`src/rtl/vga_pkg.sv`:
```
// vga_pkg: 640x480@60 timing defaults, axis state encoding and total-count helper
package vga_pkg;
  localparam int H_ACTIVE_DEF = 640;
  localparam int H_FP_DEF     = 16;
  localparam int H_SYNC_DEF   = 96;
  localparam int H_BP_DEF     = 48;
  localparam int V_ACTIVE_DEF = 480;
  localparam int V_FP_DEF     = 10;
  localparam int V_SYNC_DEF   = 2;
  localparam int V_BP_DEF     = 33;
  localparam int CNT_LIMIT    = 1024;
  typedef enum logic [1:0] {ACT, FP, SYNC, BP} axis_state_e;
  function automatic int axis_total(int active, int fp, int sync, int bp);
    return active + fp + sync + bp;
  endfunction
endpackage

```
`src/rtl/vga_timing_if.sv`:
```
// vga_timing_if: timing enable and decoded sync/blank/coordinate bundle
interface vga_timing_if;
  logic       en;
  logic [9:0] x;
  logic [9:0] y;
  logic       de;
  logic       hs;
  logic       vs;
  logic       line_start;
  logic       frame_start;
  logic       hs_d;
  logic       vs_d;
  logic       de_d;
  modport master (input en, output x, y, de, hs, vs, line_start, frame_start, hs_d, vs_d, de_d);
  modport slave  (output en, input x, y, de, hs, vs, line_start, frame_start, hs_d, vs_d, de_d);
endinterface

```
`src/rtl/vga_axis_counter.sv`:
```
// vga_axis_counter: one timing axis, counting ACT->FP->SYNC->BP and wrapping at the total
module vga_axis_counter
  import vga_pkg::axis_state_e;
#(
  parameter int ACTIVE = 640,
  parameter int FP     = 16,
  parameter int SYNC   = 96,
  parameter int BP     = 48
) (
  input  logic        clk,
  input  logic        rst,
  input  logic        step,
  output logic [9:0]  count,
  output axis_state_e state,
  output logic        wrap
);
  localparam int TOTAL = vga_pkg::axis_total(ACTIVE, FP, SYNC, BP);
  logic [9:0]  count_nx;
  axis_state_e state_nx;
  always_comb begin
    wrap     = count == 10'(TOTAL - 1);
    count_nx = wrap ? '0 : count + 10'd1;
    case (state)
      vga_pkg::ACT:  state_nx = count == 10'(ACTIVE - 1) ? vga_pkg::FP : state;
      vga_pkg::FP:   state_nx = count == 10'(ACTIVE + FP - 1) ? vga_pkg::SYNC : state;
      vga_pkg::SYNC: state_nx = count == 10'(ACTIVE + FP + SYNC - 1) ? vga_pkg::BP : state;
      default:       state_nx = wrap ? vga_pkg::ACT : state;
    endcase
  end
  always_ff @(posedge clk or posedge rst)
    if (rst) begin
      count <= '0;
      state <= vga_pkg::ACT;
    end else if (step) begin
      count <= count_nx;
      state <= state_nx;
    end
endmodule

```
`src/rtl/vga_timing_ctrl.sv`:
```
// vga_timing_ctrl: VGA h/v timing with registered decode and a pipeline-matched sync/blank delay line
module vga_timing_ctrl
  import vga_pkg::*;
#(
  parameter int H_ACTIVE   = H_ACTIVE_DEF,
  parameter int H_FP       = H_FP_DEF,
  parameter int H_SYNC     = H_SYNC_DEF,
  parameter int H_BP       = H_BP_DEF,
  parameter int V_ACTIVE   = V_ACTIVE_DEF,
  parameter int V_FP       = V_FP_DEF,
  parameter int V_SYNC     = V_SYNC_DEF,
  parameter int V_BP       = V_BP_DEF,
  parameter bit HS_POL     = 1'b0,
  parameter bit VS_POL     = 1'b0,
  parameter int PIPE_DELAY = 2
) (
  input logic          clk,
  input logic          rst,
  vga_timing_if.master vif
);
  if (axis_total(H_ACTIVE, H_FP, H_SYNC, H_BP) > CNT_LIMIT ||
      axis_total(V_ACTIVE, V_FP, V_SYNC, V_BP) > CNT_LIMIT) begin : g_bad_total
    $error("vga_timing_ctrl: timing total exceeds 10-bit counter range");
  end
  if (PIPE_DELAY < 0 || PIPE_DELAY > 8) begin : g_bad_delay
    $error("vga_timing_ctrl: PIPE_DELAY must be 0..8");
  end
  logic [9:0]  hc, vc;
  axis_state_e hst, vst;
  logic        h_wrap, unused_v_wrap;
  vga_axis_counter #(.ACTIVE(H_ACTIVE), .FP(H_FP), .SYNC(H_SYNC), .BP(H_BP)) u_h (
    .clk(clk), .rst(rst), .step(vif.en), .count(hc), .state(hst), .wrap(h_wrap)
  );
  vga_axis_counter #(.ACTIVE(V_ACTIVE), .FP(V_FP), .SYNC(V_SYNC), .BP(V_BP)) u_v (
    .clk(clk), .rst(rst), .step(vif.en & h_wrap), .count(vc), .state(vst), .wrap(unused_v_wrap)
  );
  // Outputs are a registered decode of the counters, so they trail them by one enabled clock.
  always_ff @(posedge clk or posedge rst)
    if (rst) begin
      vif.x           <= '0;
      vif.y           <= '0;
      vif.de          <= 1'b0;
      vif.hs          <= !HS_POL;
      vif.vs          <= !VS_POL;
      vif.line_start  <= 1'b0;
      vif.frame_start <= 1'b0;
    end else begin
      vif.line_start  <= vif.en && hc == '0;
      vif.frame_start <= vif.en && hc == '0 && vc == '0;
      if (vif.en) begin
        vif.x  <= hc;
        vif.y  <= vc;
        vif.de <= hst == ACT && vst == ACT;
        vif.hs <= hst == SYNC ? HS_POL : !HS_POL;
        vif.vs <= vst == SYNC ? VS_POL : !VS_POL;
      end
    end
  if (PIPE_DELAY == 0) begin : g_nodelay
    assign {vif.hs_d, vif.vs_d, vif.de_d} = {vif.hs, vif.vs, vif.de};
  end else begin : g_delay
    logic [2:0] dl [PIPE_DELAY];
    always_ff @(posedge clk or posedge rst)
      if (rst) begin
        for (int i = 0; i < PIPE_DELAY; i++) dl[i] <= {!HS_POL, !VS_POL, 1'b0};
      end else if (vif.en) begin
        dl[0] <= {vif.hs, vif.vs, vif.de};
        for (int i = PIPE_DELAY - 1; i > 0; i--) dl[i] <= dl[i-1];
      end
    assign {vif.hs_d, vif.vs_d, vif.de_d} = dl[PIPE_DELAY-1];
  end
endmodule
```
`src/flat_wrapper.sv`:
```
// flat-port wrapper written by rule: the top's interface ports become plain ports
module vga_timing_ctrl_flat import vga_pkg::*;
#(
  parameter int H_ACTIVE   = H_ACTIVE_DEF,
  parameter int H_FP       = H_FP_DEF,
  parameter int H_SYNC     = H_SYNC_DEF,
  parameter int H_BP       = H_BP_DEF,
  parameter int V_ACTIVE   = V_ACTIVE_DEF,
  parameter int V_FP       = V_FP_DEF,
  parameter int V_SYNC     = V_SYNC_DEF,
  parameter int V_BP       = V_BP_DEF,
  parameter bit HS_POL     = 1'b0,
  parameter bit VS_POL     = 1'b0,
  parameter int PIPE_DELAY = 2
)
  (clk, rst, vif_en, vif_x, vif_y, vif_de, vif_hs, vif_vs, vif_line_start, vif_frame_start, vif_hs_d, vif_vs_d, vif_de_d);
  vga_timing_if vif_i ();
  input logic clk;
  input logic rst;
  input wire logic [$bits(vif_i.en)-1:0] vif_en;
  output wire logic [$bits(vif_i.x)-1:0] vif_x;
  output wire logic [$bits(vif_i.y)-1:0] vif_y;
  output wire logic [$bits(vif_i.de)-1:0] vif_de;
  output wire logic [$bits(vif_i.hs)-1:0] vif_hs;
  output wire logic [$bits(vif_i.vs)-1:0] vif_vs;
  output wire logic [$bits(vif_i.line_start)-1:0] vif_line_start;
  output wire logic [$bits(vif_i.frame_start)-1:0] vif_frame_start;
  output wire logic [$bits(vif_i.hs_d)-1:0] vif_hs_d;
  output wire logic [$bits(vif_i.vs_d)-1:0] vif_vs_d;
  output wire logic [$bits(vif_i.de_d)-1:0] vif_de_d;
  assign vif_i.en = vif_en;
  assign vif_x = vif_i.x;
  assign vif_y = vif_i.y;
  assign vif_de = vif_i.de;
  assign vif_hs = vif_i.hs;
  assign vif_vs = vif_i.vs;
  assign vif_line_start = vif_i.line_start;
  assign vif_frame_start = vif_i.frame_start;
  assign vif_hs_d = vif_i.hs_d;
  assign vif_vs_d = vif_i.vs_d;
  assign vif_de_d = vif_i.de_d;
  vga_timing_ctrl #(.H_ACTIVE(H_ACTIVE), .H_FP(H_FP), .H_SYNC(H_SYNC), .H_BP(H_BP), .V_ACTIVE(V_ACTIVE), .V_FP(V_FP), .V_SYNC(V_SYNC), .V_BP(V_BP), .HS_POL(HS_POL), .VS_POL(VS_POL), .PIPE_DELAY(PIPE_DELAY)) u_core (.clk(clk), .rst(rst), .vif(vif_i));
endmodule
```
`config.mk`:
```
export PLATFORM = sky130hd
export DESIGN_NAME = vga_timing_ctrl_flat
export DESIGN_NICKNAME = d
export VERILOG_FILES = /design/src/rtl/vga_pkg.sv /design/src/rtl/vga_timing_if.sv /design/src/rtl/vga_axis_counter.sv /design/src/rtl/vga_timing_ctrl.sv /design/src/flat_wrapper.sv
export SDC_FILE = /design/constraint.sdc
export NUM_CORES = 1
export LEC_CHECK = 0
export ABC_AREA = 1
export BUFFER_PORTS_ARGS = -buffer_cell sky130_fd_sc_hd__buf_2
export CAP_MARGIN = 20
export CORE_ASPECT_RATIO = 1.1
export CORE_MARGIN = 1
export CORE_UTILIZATION = 52
export CTS_CLUSTER_SIZE = 8
export DETAILED_ROUTE_END_ITERATION = 10
export PLACE_DENSITY_LB_ADDON = 0.15
export SLEW_MARGIN = 30
export SYNTH_ARGS = -nofsm -noshare
export SYNTH_HDL_FRONTEND = slang
export SYNTH_SLANG_ARGS = --single-unit
```
`constraint.sdc`:
```
create_clock -name clk -period 1.8 [get_ports clk]
set_input_delay 0.36 -clock clk [delete_from_list [all_inputs] [get_ports clk]]
set_output_delay 0.36 -clock clk [all_outputs]
set_load 0.005 [all_outputs]
```
# == Word-level counts from Yosys, hierarchy flattened ==
# Cells that the tools add are included.
# word_totals
inputBits,3
register_bits,55
# classes
bitwise_logic,1
n_reduce_logical,11
add_sub_neg,2
mux,14
eq_ne,18
# ops
cell,n
$eq A10 B10 Y1 const B,5
$eq A10 B9 Y1 const B,3
$add A10 B1 Y10 const B,2
$logic_not A10 Y1,2
$mux W10,2
$mux W2,8
$ne A2 B2 Y1 const B,6
$pmux W2 S3,2
$reduce_and A5 Y1,2
$reduce_bool A4 Y1,2
$eq A2 B1 Y1 const B,2
$eq A2 B2 Y1 const B,2
$logic_not A2 Y1,2
$logic_and A1 B1 Y1,3
$mux W1,2
$and A1 B1 Y1,1

# == Logic depth before layout (Yosys ltp) ==
# Gate-level depths: netlist (run 1).
# depth
ltp_word,3
ltp_mapped,11
depth_no_buf,10

# == Cells and area by module ==
# Synthesis (run 1) repeated with hierarchy kept, for this count alone.
# hier_totals
cells_unflattened,367
hier_area_um2,2904.0
# modules_own_cells
module,area_per_inst_um2,seq_area_each_um2,n_inst,cells_per_inst
vga_timing_ctrl,1267.5,783.3,1,146
vga_axis_counter (u_core.u_v),849.6,300.3,1,113
vga_axis_counter (u_core.u_h),787.0,300.3,1,108

# == Least setup slack after synthesis (run 1) ==
# No wires, ideal clock.
# synth_timing
path_type,register to register
from,register u_core.u_v.count[0]
to,register u_core.u_v.state[0]
arrival_ns,1.302
setup_time_ns,0.117
slack_ns,0.381
period_less_slack_ns,1.419
required_time_ns,1.683
path_stages_with_launch,10
cell_sequence,dfrtp_1 inv_1 ha_1 nand4_1 nor2_1 nor2_1 nor2_1 nand2_1 nand2_1 nand2_1
# synth_via
elab_chain_len,3
elab_cells_between_ends,9
# synth_lines
element,line,text
"start, declared",vga_axis_counter.sv:13,"output logic [9:0] count,"
"start signal, assigned",vga_axis_counter.sv:35,count <= count_nx;
"$eq A10 B9 Y1, or another cell as far along",vga_axis_counter.sv:26,vga_pkg::SYNC: state_nx = count == 10'(ACTIVE + FP + SYNC - 1) ? vga_pkg::BP : state;
$ne A2 B2 Y1 (no line) or $reduce_bool A4 Y1 (tied branches),--,
$reduce_and A5 Y1 (no line) (*),--,
"end signal, assigned",vga_axis_counter.sv:33,state <= vga_pkg::ACT;
"end signal, assigned",vga_axis_counter.sv:36,state <= state_nx;
"end, declared",vga_axis_counter.sv:14,"output axis_state_e state,"
# Every way passes the cells marked *; elsewhere a longest branch is shown, timed or not.
# A chain may end at the register's enable or synchronous reset.

# == Final worst setup path (run 1) ==
# Ends and elaborated chain as after synthesis.

==> results of run 1 <==
==> synthesized netlist by cell type (4+ instances only) <==
cell / number / area share
nor2_4: 4 / 0.016
inv_1: 29 / 0.039
dfrtp_1: 49 / 0.43
a21oi_1: 11 / 0.020
nor2_1: 29 / 0.039
clkbuf_1: 5 / 0.0066
xor2_1: 7 / 0.022
o21ai_0: 26 / 0.046
ha_1: 12 / 0.053
nand2_2: 5 / 0.011
nand4_1: 8 / 0.018
nand2_1: 91 / 0.12
dfstp_2: 6 / 0.056
nand3_1: 12 / 0.021
inv_2: 7 / 0.0093
o21ai_1: 6 / 0.011
==> logic make-up (layout without fill, tap and decap cells) <==
group                      Yosys count  after routing  share of synthesized area
and+or+nand+nor                    165            165                     0.2784
AOI/OAI and AO/OA                   48             48                    0.08954
DFF                                 55             55                     0.4902
xor gates and xnor gates             7              7                    0.02172
adders and majority gates           12             12                    0.05319
buffers and inverters               45             80                    0.06693
==> sequential cells by signal, summed over array words and instances (netlist names) <==
register	cells
u_core.vif.line_start	1
u_core.g_delay.dl	3
u_core.vif.y	10
u_core.u_h.count	10
u_core.vif.hs	1
u_core.vif.frame_start	1
u_core.vif.hs_d	1
u_core.vif.vs_d	1
u_core.u_v.count	10
u_core.vif.x	10
u_core.u_h.state	2
u_core.u_v.state	2
u_core.vif.de_d	1
u_core.vif.vs	1
u_core.vif.de	1
==> cell type report <==
type / count / area share
clock buffers: 8 / 0.03161
inverters: 36 / 0.04267
multi-input cells: 232 / 0.3947
flip-flops and latches: 55 / 0.4370
well taps: 72 / 0.02845
repair buffers: 36 / 0.06559
==> worst max path at each step <==
stage,startpoint,endpoint,depth (start not counted)
after global placement,u_core.u_h.count[0],u_core.u_v.state[1],8
after global routing,u_core.u_v.count[0],u_core.u_v.state[0],9
final,u_core.u_v.count[0],u_core.u_v.state[0],9
after CTS,u_core.u_h.count[0],u_core.u_v.state[0],8
after detailed placement,u_core.u_h.count[0],u_core.u_v.state[0],8
after floorplan,rst,u_core.g_delay.dl[3],1
==> routing by layer <==
layer  global-route usage  vias to the layer above  routed length [µm]
met5                    0                        -                   0
met4              0.07843                        0                 108
met3              0.04442                       12                 191
met2               0.3748                       40                2807
met1               0.2787                     1059                2530
li1                     -                     1126                   -
==> power by group through the flow <==
| stage | sequential (mW) | clock [mW] | combinational, mW |
|---|---|---|---|
| detailed placement | 1.61 | 0 | 0.746 |
| floorplan | 1.59 | 0 | 0.532 |
| global placement | 1.60 | 0 | 0.732 |
| finish | 1.59 | 0.747 | 0.737 |
| global route | 1.62 | 0.805 | 0.861 |
| CTS | 1.59 | 0.759 | 0.751 |
==> results_dict.tcl, run 1 <==
set metrics [dict create \
    routed_wl_um 5638 \
    whs_ns 0.03445 \
    post-route-worst-setup-slack_ns 0.1755 \
    multiInputGateArea_mm2 0.001250 \
    fin_worst_skew_ns 0.007362 \
    synthFlopType "dfrtp_1" \
    cts_tree "yes" \
    gp_congestion 0.9238 \
    slew_violations 0 \
    die_w_um 72.25 \
    ys_warn_count 0 \
    cts_resized 0 \
    hpwl_um 4205 \
    hp-class "in2async" \
    via_per_inst 5.096 \
    power.leakage_nw 1.530 \
    max_stage_delay_ns 0.45 \
    outcome "finished, final reports clean" \
    max-clock-path-buffers 2 \
    ys_seq_elements 55 \
    cts_max_level 2 \
    coreArea_mm2 0.005101 \
    min_period_ns 1.624 \
    vias 2237 \
    max-slew-margin-rel 0.7118 \
    diodes 0 \
    ir_worst_vdd_v 0.0004359 \
    syn_inst 332 \
    crit_fanout 6 \
    fin_nets 381 \
    seqCellArea_mm2 0.001384 \
    io_buffers 30 \
    clockPowerShare 0.243 \
    die_h_um 79.28 \
    r2r_slack_ns 0.18 \
    r2r_cells 9 \
    final_util 0.6208 \
    timing.rr.end "u_core.u_v.state[0]" \
    pwr-share-seq 0.517 \
    maxCapViolations 0 \
    p_sw_mw 1.014 \
    switching_share 0.3301 \
    synth_seq_area_share 0.4902 \
    crit_slowest_cell "dfrtp_1" \
    clk_latency_ns 0.31 \
    start_kind "flop" \
    cp-end-kind "flop" \
    critPathArrivalTime_ns 1.83 \
    cts_inserted_buffers 5 \
    gr-total-overflow 0 \
    cts_root_buffer "clkbuf_8" \
    avgSynthCellArea_um2 8.502 \
    layout_commonest_cell "nand2_1" \
    fp-row-count 27 \
    final_cells 439 \
    worst_pin_slew_ns 0.4317 \
    placedCellCount 429 \
    critical_path.top_delay_family "simple AND/OR/NAND/NOR gates" \
    powerDensity_mw_per_mm2 970.0 \
    drtPass1Iterations 4 \
    fin_crit_sh 0.9025 \
    dp_slack_ns 0.1249 \
    grt_pass1_wl_um 9729 \
    synth_fp_nets 347 \
    drive_above_1_share 0.2098 \
    dieArea_mm2 0.005728 \
    clock_sinks 55 \
    total_power_mw 3.072 \
    hold_violations 0 \
    synth_area_mm2 0.002823 \
    p_int_mw 2.058 \
    grt_max_degree 37 \
    clk_pin_slew_worst_paths_ns 0.09 \
    fill_cells 460 \
    postCtsHoldBufs 0 \
    grt_setup_unrepaired "false" \
    combPwrFrac 0.240 \
    area_delta_synth_final_pct 12.19 \
    grt_pass1_vias 2168 \
    cp_num_buf_inv 1 \
    path_cells "inv_1, ha_1, nand4_1, nor2_1, nor2_1, nor2_1, nand2_1, nand2_1, nand2_1" \
    synth_edf_count 0 \
    layout_common_cells "nand2_1 (91), dfrtp_1 (49), buf_2 (30)" \
    crit_type "reg2reg" \
    antenna_found_initial 0 \
    drt_iter0_drc 111 \
    post_cts_buffers 0 \
    dpl_cell_area_mm2 0.003052 \
    wl_per_cell_um 12.84 \
    drc 0 \
    crit_required_ns 2.01 \
    reg2reg_from "u_core.u_v.count[0]" \
    initial_core_util 0.5533 \
    fin_tns_setup_ns 0 \
    setup_viol 0 \
    antenna_left 0 \
    fmax_mhz 615.6 \
    yosysUniqueCellTypes 35 \
    globalRouteTotalUtil 0.2210 \
    async_reset_ff_frac 1.000 \
    io_pins 31 \
    fin_area_mm2 0.003167 \
]
(Power assumes the default switching activity.)
==> run 2, diff against run 1 <==
--- a/config.mk
+++ b/config.mk
@@ -8,10 +8,10 @@
 export ABC_AREA = 1
 export BUFFER_PORTS_ARGS = -buffer_cell sky130_fd_sc_hd__buf_2
 export CAP_MARGIN = 20
-export CORE_ASPECT_RATIO = 1.1
+export CORE_ASPECT_RATIO = 1.2
 export CORE_MARGIN = 1
 export CORE_UTILIZATION = 52
-export CTS_CLUSTER_SIZE = 8
+export CTS_CLUSTER_SIZE = 30
 export DETAILED_ROUTE_END_ITERATION = 10
 export PLACE_DENSITY_LB_ADDON = 0.15
 export SLEW_MARGIN = 30
==> results_dict.tcl, run 2 (synthesis gave the netlist of run 1 again) <==
set metrics [dict create \
    crit_required_ns 2.00 \
    outcome "finished, final reports clean" \
    layout_common_cells "nand2_1 (91), dfrtp_1 (49), buf_2 (30)" \
    antenna_left 0 \
    min_period_ns 1.659 \
    power.leakage_nw 1.538 \
    via_per_inst 5.072 \
    hold_violations 0 \
    clk_pin_slew_worst_paths_ns 0.10 \
    die_w_um 69.26 \
    worst_pin_slew_ns 0.4371 \
    slew_violations 0 \
    grt_pass1_wl_um 9294 \
    drtPass1Iterations 4 \
    vias 2191 \
    crit_fanout 6 \
    maxCapViolations 0 \
    initial_core_util 0.5365 \
    hp-class "in2async" \
    setup_viol 0 \
    drive_above_1_share 0.2162 \
    cts_inserted_buffers 5 \
    antenna_found_initial 0 \
    cts_resized 0 \
    fin_tns_setup_ns 0 \
    fin_crit_sh 0.9214 \
    start_kind "flop" \
    hpwl_um 4032 \
    die_h_um 82.71 \
    cts_tree "yes" \
    globalRouteTotalUtil 0.2075 \
    diodes 0 \
    ir_worst_vdd_v 0.0004485 \
    grt_setup_unrepaired "false" \
    critPathArrivalTime_ns 1.86 \
    gr-total-overflow 0 \
    cts_root_buffer "clkbuf_8" \
    io_pins 31 \
    max-clock-path-buffers 2 \
    clock_sinks 55 \
    dp_slack_ns 0.1264 \
    grt_pass1_vias 2068 \
    fmax_mhz 602.9 \
    fin_nets 384 \
    cp-end-kind "flop" \
    fin_worst_skew_ns 0.01526 \
    coreArea_mm2 0.005261 \
    wl_per_cell_um 12.95 \
    powerDensity_mw_per_mm2 954.2 \
    fp-row-count 29 \
    layout_commonest_cell "nand2_1" \
    dieArea_mm2 0.005728 \
    crit_type "reg2reg" \
    area_delta_synth_final_pct 12.23 \
    drc 0 \
    final_util 0.6021 \
    fill_cells 480 \
    post-route-worst-setup-slack_ns 0.1414 \
    io_buffers 30 \
    gp_congestion 0.8346 \
    max-slew-margin-rel 0.7086 \
    routed_wl_um 5593 \
    grt_max_degree 56 \
    drt_iter0_drc 124 \
    cts_max_level 2 \
    clk_latency_ns 0.31 \
]
run 2: cell type report:
class | instances | area [µm²] | area share
Timing Repair Buffer | 39 | 230.2 | 0.07267
Inverter | 36 | 135.1 | 0.04265
Multi-Input combinational cell | 232 | 1250 | 0.3945
Sequential cell | 55 | 1384 | 0.4368
Tap cell | 62 | 77.57 | 0.02449
Clock inverter | 1 | 5.005 | 0.001580
Clock buffer | 7 | 86.33 | 0.02725
run 2: final timing paths:
check	cells past startpoint	slack, ns	from	to
max in group asynchronous	3	1.43	rst	u_core.vif.hs
worst min register to register	2	0.46	u_core.vif.vs_d	u_core.vif.vs_d
worst max-delay path	9	0.14	u_core.u_v.count[0]	u_core.u_v.state[1]
worst max register to register	9	0.14	u_core.u_v.count[0]	u_core.u_v.state[1]
worst min-delay path	3	0.08	rst	u_core.vif.x[2]
min in group clk	3	0.40	vif_en	u_core.vif.x[2]
run 2: report_power, final:
| group | leakage, nW | total [mW] | switching, mW | internal [mW] |
|---|---|---|---|---|
| Clock | 0.0482 | 0.699 | 0.388 | 0.311 |
| Combinational | 0.821 | 0.735 | 0.458 | 0.277 |
| Sequential | 0.669 | 1.59 | 0.162 | 1.43 |
| Total | 1.54 | 3.02 | 1.01 | 2.02 |
run 2: what timing repair did:
action / 4_1_cts / 5_1_grt
setup buffers: 0 / 6
hold buffers: 0 / 0
endpoints found under the setup margin: 0 / 3
run 2: metrics by stage:
step | hold slack, ns | instance area, µm² | power, mW | cells
final | 0.08417 | 3168 | 3.023 | 432
after global routing | 0.1086 | 3168 | 3.226 | 432
after CTS | 0.09176 | 3123 | 3.053 | 426
after detailed placement | 0.4333 | 3032 | 2.356 | 418
after global placement | 0.4291 | 3032 | 2.334 | 418
after floorplan | 0.4426 | 2823 | 2.126 | 332
run 2: critical path: stages, from the launching register on:
cell and delay (ns):
dfrtp_1 0.44, inv_1 0.14, ha_1 0.20, nand4_1 0.10, nor2_1 0.22, nor2_1 0.07, nor2_1 0.17, nand2_1 0.10
nand2_1 0.07, nand2_1 0.05
run 2: routing by layer:
layer	track usage	share of wire
met4	0.08980	0.020
met5	0	0
met2	0.3660	0.51
met1	0.2555	0.44
met3	0.03277	0.023
